## src/rtl/m1553_manchester_decoder.sv

```systemverilog
// MIL-STD-1553 receive decoder: sync recognition plus Manchester decode of 16 data bits and parity.
// Optional M1553_DEC_ERR_CNT_EN adds a saturating o_err_count of Manchester and parity errors.
module m1553_manchester_decoder #(
    parameter int CLKS_PER_BIT = 20,
    parameter int TOL          = 2
) (
    input  logic        i_clk,
    input  logic        i_rst,
    input  logic        i_edge,
    input  logic        i_level,
    output logic        o_valid,
    output logic [15:0] o_data,
    output logic        o_sync_cmd,
    output logic        o_parity_err,
    output logic        o_manch_err,
    output logic        o_busy
`ifdef M1553_DEC_ERR_CNT_EN
    ,
    output logic [15:0] o_err_count
`endif
);
    localparam int N  = CLKS_PER_BIT;
    localparam int Q  = N / 4;
    localparam int PW = $clog2(N);
    localparam int CW = $clog2(2 * N + 1);

    localparam logic [CW-1:0] C_WIN_LO   = CW'(3 * N / 2 - TOL);
    localparam logic [CW-1:0] C_WIN_HI   = CW'(3 * N / 2 + TOL);
    localparam logic [CW-1:0] C_SAT      = CW'(2 * N);
    localparam logic [CW-1:0] C_SYNC_END = CW'(3 * N / 2 - 1);
    localparam logic [PW-1:0] P_Q        = PW'(Q);
    localparam logic [PW-1:0] P_3Q       = PW'(3 * Q);
    localparam logic [PW-1:0] P_LAST     = PW'(N - 1);
    localparam logic [PW-1:0] P_RS_LO    = PW'(N / 2 - TOL);
    localparam logic [PW-1:0] P_RS_HI    = PW'(N / 2 + TOL);
    localparam logic [PW-1:0] P_RS_SET   = PW'(N / 2 + 1);

    // SYNC_B covers the 1.5 bit-times of second sync level after the mid-sync edge.
    typedef enum logic [1:0] {S_IDLE, S_SYNC_A, S_SYNC_B, S_DATA} state_t;

    state_t        r_state, w_state_nx;
    logic [CW-1:0] r_cnt, w_cnt_nx;
    logic          r_lvl_a, w_lvl_a_nx;
    logic [PW-1:0] r_phase, w_phase_nx;
    logic [4:0]    r_bit_cnt, w_bit_cnt_nx;
    logic          r_sample_a, w_sample_a_nx;
    logic [15:0]   r_shift, w_shift_nx;
    logic          r_sync_lvl, w_sync_lvl_nx;
    logic          r_valid, w_valid_nx;
    logic          r_manch_err, w_manch_err_nx;
    logic [15:0]   r_data, w_data_nx;
    logic          r_sync_cmd, w_sync_cmd_nx;
    logic          r_parity_err, w_parity_err_nx;

    always_ff @(posedge i_clk or posedge i_rst) begin
        if (i_rst) begin
            r_state      <= S_IDLE;
            r_cnt        <= '0;
            r_lvl_a      <= 1'b0;
            r_phase      <= '0;
            r_bit_cnt    <= '0;
            r_sample_a   <= 1'b0;
            r_shift      <= '0;
            r_sync_lvl   <= 1'b0;
            r_valid      <= 1'b0;
            r_manch_err  <= 1'b0;
            r_data       <= '0;
            r_sync_cmd   <= 1'b0;
            r_parity_err <= 1'b0;
        end else begin
            r_state      <= w_state_nx;
            r_cnt        <= w_cnt_nx;
            r_lvl_a      <= w_lvl_a_nx;
            r_phase      <= w_phase_nx;
            r_bit_cnt    <= w_bit_cnt_nx;
            r_sample_a   <= w_sample_a_nx;
            r_shift      <= w_shift_nx;
            r_sync_lvl   <= w_sync_lvl_nx;
            r_valid      <= w_valid_nx;
            r_manch_err  <= w_manch_err_nx;
            r_data       <= w_data_nx;
            r_sync_cmd   <= w_sync_cmd_nx;
            r_parity_err <= w_parity_err_nx;
        end
    end

    // r_cnt is cycles elapsed since the sync-start edge, the edge cycle itself being 0.
    always_comb begin
        w_state_nx      = r_state;
        w_cnt_nx        = r_cnt;
        w_lvl_a_nx      = r_lvl_a;
        w_phase_nx      = r_phase;
        w_bit_cnt_nx    = r_bit_cnt;
        w_sample_a_nx   = r_sample_a;
        w_shift_nx      = r_shift;
        w_sync_lvl_nx   = r_sync_lvl;
        w_valid_nx      = 1'b0;
        w_manch_err_nx  = 1'b0;
        w_data_nx       = r_data;
        w_sync_cmd_nx   = r_sync_cmd;
        w_parity_err_nx = r_parity_err;
        case (r_state)
            S_IDLE: begin
                if (i_edge) begin
                    w_state_nx = S_SYNC_A;
                    w_cnt_nx   = CW'(1);
                    w_lvl_a_nx = i_level;
                end
            end
            S_SYNC_A: begin
                if (i_edge && r_cnt >= C_WIN_LO && r_cnt <= C_WIN_HI) begin
                    w_state_nx    = S_SYNC_B;
                    w_cnt_nx      = CW'(1);
                    w_sync_lvl_nx = r_lvl_a;
                end else if (i_edge && r_cnt < C_WIN_LO) begin
                    w_cnt_nx   = CW'(1);
                    w_lvl_a_nx = i_level;
                end else if (r_cnt > C_WIN_HI) begin
                    w_state_nx = S_IDLE;
                end else begin
                    // Entry from a back-to-back word with no edge at the word boundary.
                    if (r_cnt == '0) w_lvl_a_nx = i_level;
                    w_cnt_nx = (r_cnt == C_SAT) ? r_cnt : r_cnt + 1'b1;
                end
            end
            S_SYNC_B: begin
                if (r_cnt == C_SYNC_END) begin
                    w_state_nx   = S_DATA;
                    w_phase_nx   = '0;
                    w_bit_cnt_nx = '0;
                end else begin
                    w_cnt_nx = r_cnt + 1'b1;
                end
            end
            S_DATA: begin
                if (i_edge && r_phase >= P_RS_LO && r_phase <= P_RS_HI) w_phase_nx = P_RS_SET;
                else if (r_phase == P_LAST)                             w_phase_nx = '0;
                else                                                    w_phase_nx = r_phase + 1'b1;
                if (r_phase == P_Q) w_sample_a_nx = i_level;
                if (r_phase == P_3Q) begin
                    if (i_level == r_sample_a) begin
                        w_manch_err_nx = 1'b1;
                        w_state_nx     = S_IDLE;
                    end else begin
                        w_shift_nx = {r_shift[14:0], r_sample_a};
                        if (r_bit_cnt == 5'd16) begin
                            w_valid_nx      = 1'b1;
                            w_data_nx       = r_shift;
                            w_sync_cmd_nx   = r_sync_lvl;
                            w_parity_err_nx = ~(^{r_shift, r_sample_a});
                        end
                    end
                end
                if (r_phase == P_LAST && !(r_phase == P_3Q)) begin
                    if (r_bit_cnt == 5'd16) begin
                        w_state_nx = S_SYNC_A;
                        w_cnt_nx   = '0;
                    end else begin
                        w_bit_cnt_nx = r_bit_cnt + 1'b1;
                    end
                end
            end
            default: w_state_nx = S_IDLE;
        endcase
    end

    assign o_valid      = r_valid;
    assign o_data       = r_data;
    assign o_sync_cmd   = r_sync_cmd;
    assign o_parity_err = r_parity_err;
    assign o_manch_err  = r_manch_err;
    assign o_busy       = (r_state != S_IDLE);

`ifdef M1553_DEC_ERR_CNT_EN
    logic [15:0] r_err_count;
    always_ff @(posedge i_clk or posedge i_rst) begin
        if (i_rst) begin
            r_err_count <= '0;
        end else if ((r_manch_err || (r_valid && r_parity_err)) && r_err_count != 16'hFFFF) begin
            r_err_count <= r_err_count + 16'd1;
        end
    end
    assign o_err_count = r_err_count;
`endif
endmodule
```

## config.mk

```make
export PLATFORM = sky130hd
export DESIGN_NAME = m1553_manchester_decoder
export DESIGN_NICKNAME = d
export VERILOG_FILES = /design/src/rtl/m1553_manchester_decoder.sv
export SDC_FILE = /design/constraint.sdc
export NUM_CORES = 1
export LEC_CHECK = 0
export CAP_MARGIN = 20
export CORE_ASPECT_RATIO = 2
export CORE_MARGIN = 8
export CORE_UTILIZATION = 57
export DETAILED_ROUTE_END_ITERATION = 16
export PLACE_DENSITY = 0.89
export REMOVE_ABC_BUFFERS = 1
export SYNTH_ARGS = -nofsm -noshare
export SYNTH_HDL_FRONTEND = slang
export SYNTH_SLANG_ARGS = --single-unit
```

## constraint.sdc

```tcl
create_clock -name i_clk -period 2.7 [get_ports i_clk]
set_input_delay 0.405 -clock i_clk [delete_from_list [all_inputs] [get_ports i_clk]]
set_output_delay 0.405 -clock i_clk [all_outputs]
set_load 0.02 [all_outputs]
```

==> results of run 1 <==
## cell usage after synthesis, types with 2 or more instances
cell / instances / area (sq um)
nand2_1: 66 / 248
dfrtp_1: 57 / 1430
nor2_1: 20 / 75.1
mux2_2: 19 / 214
xnor2_1: 17 / 149
inv_1: 13 / 48.8
o21ai_0: 12 / 60.1
a21oi_1: 10 / 50.1
ha_1: 9 / 113
nand3_1: 8 / 40.0
clkbuf_1: 5 / 18.8
nand4_1: 5 / 31.3
a31oi_1: 3 / 18.8
a21o_1: 2 / 15.0
and3_2: 2 / 15.0
buf_6: 2 / 22.5
nand2b_1: 2 / 12.5
nand4bb_1: 2 / 22.5
nor3_1: 2 / 10.0
nor4bb_1: 2 / 20.0
xor2_1: 2 / 17.5
## state kept, by name (all words and copies together), names as in the netlist
register / cells
o_data: 16
o_manch_err: 1
o_parity_err: 1
o_sync_cmd: 1
o_valid: 1
r_bit_cnt: 5
r_cnt: 6
r_lvl_a: 1
r_phase: 5
r_sample_a: 1
r_shift: 16
r_state: 2
r_sync_lvl: 1
## kinds of logic after synthesis
| group | Yosys count | synth area share |
|---|---|---|
| AND/OR/NAND/NOR | 117 | 0.187 |
| flip-flops | 57 | 0.500 |
| AO/OA/AOI/OAI | 38 | 0.0907 |
| buffers and inverters | 24 | 0.0390 |
| XOR/XNOR | 20 | 0.0662 |
| multiplexers | 20 | 0.0784 |
| adder cells (fa/ha/maj) | 9 | 0.0394 |
## power by group
part / total (W) / switching, W / internal, W
clock: 0.000777 / 0.000333 / 0.000444
combinational: 0.000393 / 0.000206 / 0.000187
sequential: 0.00107 / 0.000142 / 0.000930
## worst min-delay path, cell delays in order, from the launching register on
cell and delay (ns):
dfrtp_1 0.34, nand2_1 0.05, nand2_1 0.05
## metal layers
metal	vias up	track usage	part of all wire	routed length, um
met5	-	0	0	0
met4	0	0.0990	0.028	159
met3	19	0.0384	0.048	272
met2	59	0.298	0.55	3140
met1	1034	0.166	0.37	2140
li1	1025	-	-	-
## cell type report
cell class,instances,area (sq um)
repair buffers,27,263
flip-flops and latches,57,1430
clock buffers,10,138
fillers,362,1540
well taps,57,71.3
clock inverters,6,57.6
inverters,14,52.6
multi-input cells,204,1320
## stage by stage
| stage | utilization | setup WS [ns] | power (W) | cells |
|---|---|---|---|---|
| 3_5_place_dp | 0.644 | 0.407 | 0.00147 | 359 |
| 3_3_place_gp | 0.644 | 0.445 | 0.00145 | 359 |
| 5_1_grt | 0.684 | 0.123 | 0.00236 | 375 |
| 6_report | 0.684 | 0.348 | 0.00224 | 375 |
| 2_1_floorplan | - | 0.440 | 0.00135 | 275 |
| 4_1_cts | 0.684 | 0.353 | 0.00225 | 375 |
## path summary, 6_finish.rpt
kind,from,to,depth (start not counted)
max,r_phase[0],o_data[8],8
min,o_data[10],o_data[10],2
max reg2reg,r_phase[0],o_data[8],8
min reg2reg,o_data[10],o_data[10],2
max in group asynchronous,i_rst,o_sync_cmd,3
min in group asynchronous,i_rst,r_shift[5],3
## cell usage in the layout, fill, tap and decap left out, types with 2 or more instances in the layout
cell,instances
and3_2,2
clkdlybuf4s50_1,24
nor2_1,20
mux2_2,19
nand2b_1,2
xnor2_1,17
inv_1,12
xor2_1,2
nand4_1,5
a21o_1,2
nor3_1,2
inv_2,2
nand2_1,66
nor4bb_1,2
a31oi_1,3
buf_4,3
nand3_1,8
clkinv_2,4
nand4bb_1,2
o21ai_0,12
dfrtp_1,57
clkbuf_8,10
a21oi_1,10
ha_1,9
==> flow_summary.yaml, run 1 <==
outcome:
  status: "complete, no violations"
floorplan:
  die_w_um: 66.0
  io_pins: 25
  start_util: 0.587
  row_count: 36
  core_sq_um: 4860
  die_h_um: 116
  die-area_sq_um: 7670
layout:
  fin_area_sq_um: 3330
  drive_gt1_frac: 0.145
  antenna_cells: 0
  nNetsFinal: 326
  syn_to_final_growth_pct: 16.5
critical_path:
  critPathCaptureType: "flop"
  critPathMaxFanout: 18
  critPathBufInv: 1
  worstPathRequired_ns: 2.97
  crit_slowest_cell: "or3_1"
  cp_data_arrival_time_ns: 2.62
  cpPeakStageDelay_ns: 0.54
  crit_type: "reg2reg"
  r2r_slack_ns: 0.35
  critPathTopFamily: "simple AND/OR/NAND/NOR gates"
  startpoint_type: "flop"
  crit_chain: "ha_1 -> and3_1 -> ha_1 -> nand3_1 -> or3_1 -> inv_2 -> nand2_1 -> nand2_1"
clock_tree:
  path_clk_slew_ns: 0.06
  postCtsSetupRepairBufs: 0
  clock_latency_ns: 0.34
  cts_num_sinks: 57
  cts_max_level: 3
  ctsRootBufferMaster: "clkbuf_8"
  cts_resized: 0
  cts_max_path_buffers: 2
  cts_tree: "done"
  ctsHoldBuffers: 0
  numCtsBuffers: 9
placed_design:
  io_buffers: 24
  hpwl_um: 3980
  gp_congestion: 0.858
  placed_area_sq_um: 3130
drt:
  ant_nets: 0
  drt_iter0_markers: 65
  vias: 2137
  via_per_inst: 5.70
  drt_wl_total_um: 5720
  drcViolationCount: 0
  wire_per_inst_um: 15.3
  first_pass_iters: 4
global_route:
  first_global_vias: 2200
  track_usage: 0.166
  grt_max_degree: 58
  grt_pass1_wl_um: 9940
  antenna_found_initial: 0
  gr-total-overflow: 0
logic_synthesis:
  avgSynthCellArea_sq_um: 10.0
  syn_inst: 285
  synth_cell_type_count: 46
  synth_ff_type: "dfrtp_1"
  netlist_area_sq_um: 2860
  async_reset_ff_frac: 1.00
  synth_edf_count: 0
  yosysWarnings: 0
  ys_ff_latch: 57
  yosysSeqAreaShare: 0.500
sta:
  min_period_over_period: 0.871
  relSlewSlack: 0.497
  max_freq_mhz: 425
  setup_viol_count_final: 0
  period_needed_ns: 2.35
  rsz0062_at_grt: "no"
  holdWs_ns: 0.471
  skew_ns: 0.00572
  fin_tns_setup_ns: 0
  hold_viol: 0
  final-max-slew-violation-count: 0
  tightest_slew_ns: 0.746
min_path:
  hold_path.class: "reg2reg"
power_and_ir_drop:
  powerDensity_nw_per_um2: 674
  p_leak_nw: 1.62
  worst_ir_drop_vdd_mv: 0.526
job:
  max_cap_violations: 0
Power figures use the tool's default switching activity.
==> inputs of run 2 (changes only) <==
- CTS_CLUSTER_DIAMETER: default -> 60
==> results of run 2 <==
No change in the layout: final DEF, timing and power equal those of run 1.
==> inputs of run 3 (changes only) <==
- RECOVER_POWER: default -> 50
- SKIP_CTS_REPAIR_TIMING: default -> 1
==> run 3 against run 2 <==
Sequential power barely moved. Sequential share of layout area about the same. Global-route usage did not move. Combinational power barely moved. First-iteration DRC count stayed put. Critical path depth stayed put. Power barely moved.
==> flow_summary.yaml, run 3 (synthesis results as in run 1) <==
drt:
  drt_wl_total_um: 5720
  via_per_inst: 5.67
  first_pass_iters: 4
  drcViolationCount: 0
  drt_iter0_markers: 65
  vias: 2127
  ant_nets: 0
  wire_per_inst_um: 15.2
clock_tree:
  path_clk_slew_ns: 0.06
  cts_max_level: 3
  clock_latency_ns: 0.34
  cts_max_path_buffers: 2
  numCtsBuffers: 9
  ctsRootBufferMaster: "clkbuf_8"
  cts_tree: "done"
  cts_num_sinks: 57
sta:
  relSlewSlack: 0.0906
  fin_tns_setup_ns: 0
  final-max-slew-violation-count: 0
  hold_viol: 0
  period_needed_ns: 2.35
  skew_ns: 0.00644
  max_freq_mhz: 426
  min_period_over_period: 0.870
  tightest_slew_ns: 1.36
  rsz0062_at_grt: "no"
  fin_ws_ns: 0.352
  setup_viol_count_final: 0
global_route:
  grt_use_met3: 0.0384
  grtUsageMet2: 0.298
  grt_max_degree: 58
  gr-total-overflow: 0
  grt_pass1_wl_um: 9940
  first_global_vias: 2200
  track_usage: 0.166
  globalRouteMet1Util: 0.166
  busiest_layer: "met2"
  antenna_found_initial: 0
power_and_ir_drop:
  clkPwrFrac: 0.347
  p_switching_w: 0.000681
  sw_frac_of_total: 0.304
  p_int_w: 0.00156
  p_leak_nw: 1.65
  worst_ir_drop_vdd_mv: 0.527
  p_total_w: 0.00224
  powerDensity_nw_per_um2: 674
  combinationalPowerShare: 0.175
  seqPwrFrac: 0.478
critical_path:
  crit_chain: "ha_1 -> and3_1 -> ha_1 -> nand3_1 -> or3_1 -> inv_2 -> nand2_1 -> nand2_1"
  cpPeakStageDelay_ns: 0.54
  startpoint_type: "flop"
  critPathBufInv: 1
  worstPathRequired_ns: 2.97
  critPathCaptureType: "flop"
  crit_slowest_cell: "or3_1"
  crit_type: "reg2reg"
  critPathMaxFanout: 18
  cp_data_arrival_time_ns: 2.62
  critPathTopFamily: "simple AND/OR/NAND/NOR gates"
outcome:
  status: "complete, no violations"
layout:
  syn_to_final_growth_pct: 16.4
  drive_gt1_frac: 0.142
  area.sequential_sq_um: 1430
  antenna_cells: 0
  fillers: 363
  layout_commonest_cell: "nand2_1"
  nNetsFinal: 326
  final_cell_mix: "66 x nand2_1, 57 x dfrtp_1, 20 x nor2_1, 19 x mux2_2, 17 x xnor2_1"
  multi_input_area_sq_um: 1320
placed_design:
  dpl_worst_slack_ns: 0.407
  hpwl_um: 3980
  io_buffers: 24
  gp_congestion: 0.858
floorplan:
  die_h_um: 116
  core_sq_um: 4860
  start_util: 0.587
  die_w_um: 66.0
  row_count: 36
  die-area_sq_um: 7670
  io_pins: 25
min_path:
  hold_path.class: "reg2reg"
job:
  max_cap_violations: 0
run 3: worst register-to-register path: stages (launching register included):
cell,delay [ns]
dfrtp_1,0.45
ha_1,0.27
and3_1,0.18
ha_1,0.21
nand3_1,0.12
or3_1,0.54
inv_2,0.33
nand2_1,0.12
nand2_1,0.08
run 3: metrics by stage:
| stage | std cells | hold slack, ns | util | cell area (sq um) |
|---|---|---|---|---|
| final | 375 | 0.465 | 0.683 | 3320 |
| after global routing | 375 | 0.496 | 0.683 | 3320 |
| after CTS | 375 | 0.477 | 0.684 | 3330 |
| after detailed placement | 359 | 0.462 | 0.644 | 3130 |
| after global placement | 359 | 0.458 | 0.644 | 3130 |
| after floorplan | 275 | 0.435 | - | 2800 |
run 3: power groups by stage:
stage	Clock [W]	Combinational [W]	Sequential (W)
global route	0.000824	0.000443	0.00109
global placement	0	0.000374	0.00107
finish	0.000777	0.000392	0.00107
floorplan	0	0.000309	0.00104
CTS	0.000786	0.000394	0.00107
detailed placement	0	0.000391	0.00108
run 3: path summary, 6_finish.rpt:
| path | start | slack (ns) | end | cells past startpoint |
|---|---|---|---|---|
| worst min register to register | o_data[10] | 0.46 | o_data[10] | 2 |
| max in group asynchronous | i_rst | 0.91 | o_sync_cmd | 3 |
| min in group asynchronous | i_rst | 0.97 | r_shift[5] | 3 |
| worst max register to register | r_phase[0] | 0.35 | o_data[8] | 8 |
| worst max-delay path | r_phase[0] | 0.35 | o_data[8] | 8 |
| worst min-delay path | o_data[10] | 0.46 | o_data[10] | 2 |
run 3: routing by layer:
layer,vias to the layer above,routed length (um)
met4,0,157
met1,1034,2160
li1,1025,-
met2,53,3140
met5,-,0
met3,15,265
run 3: layout make-up:
class,instances,area share
flip-flops and latches,57,0.429
multi-input cells,204,0.396
repair buffers,27,0.0783
clock buffers,10,0.0414
well taps,57,0.0215
clock inverters,6,0.0173
inverters,14,0.0158
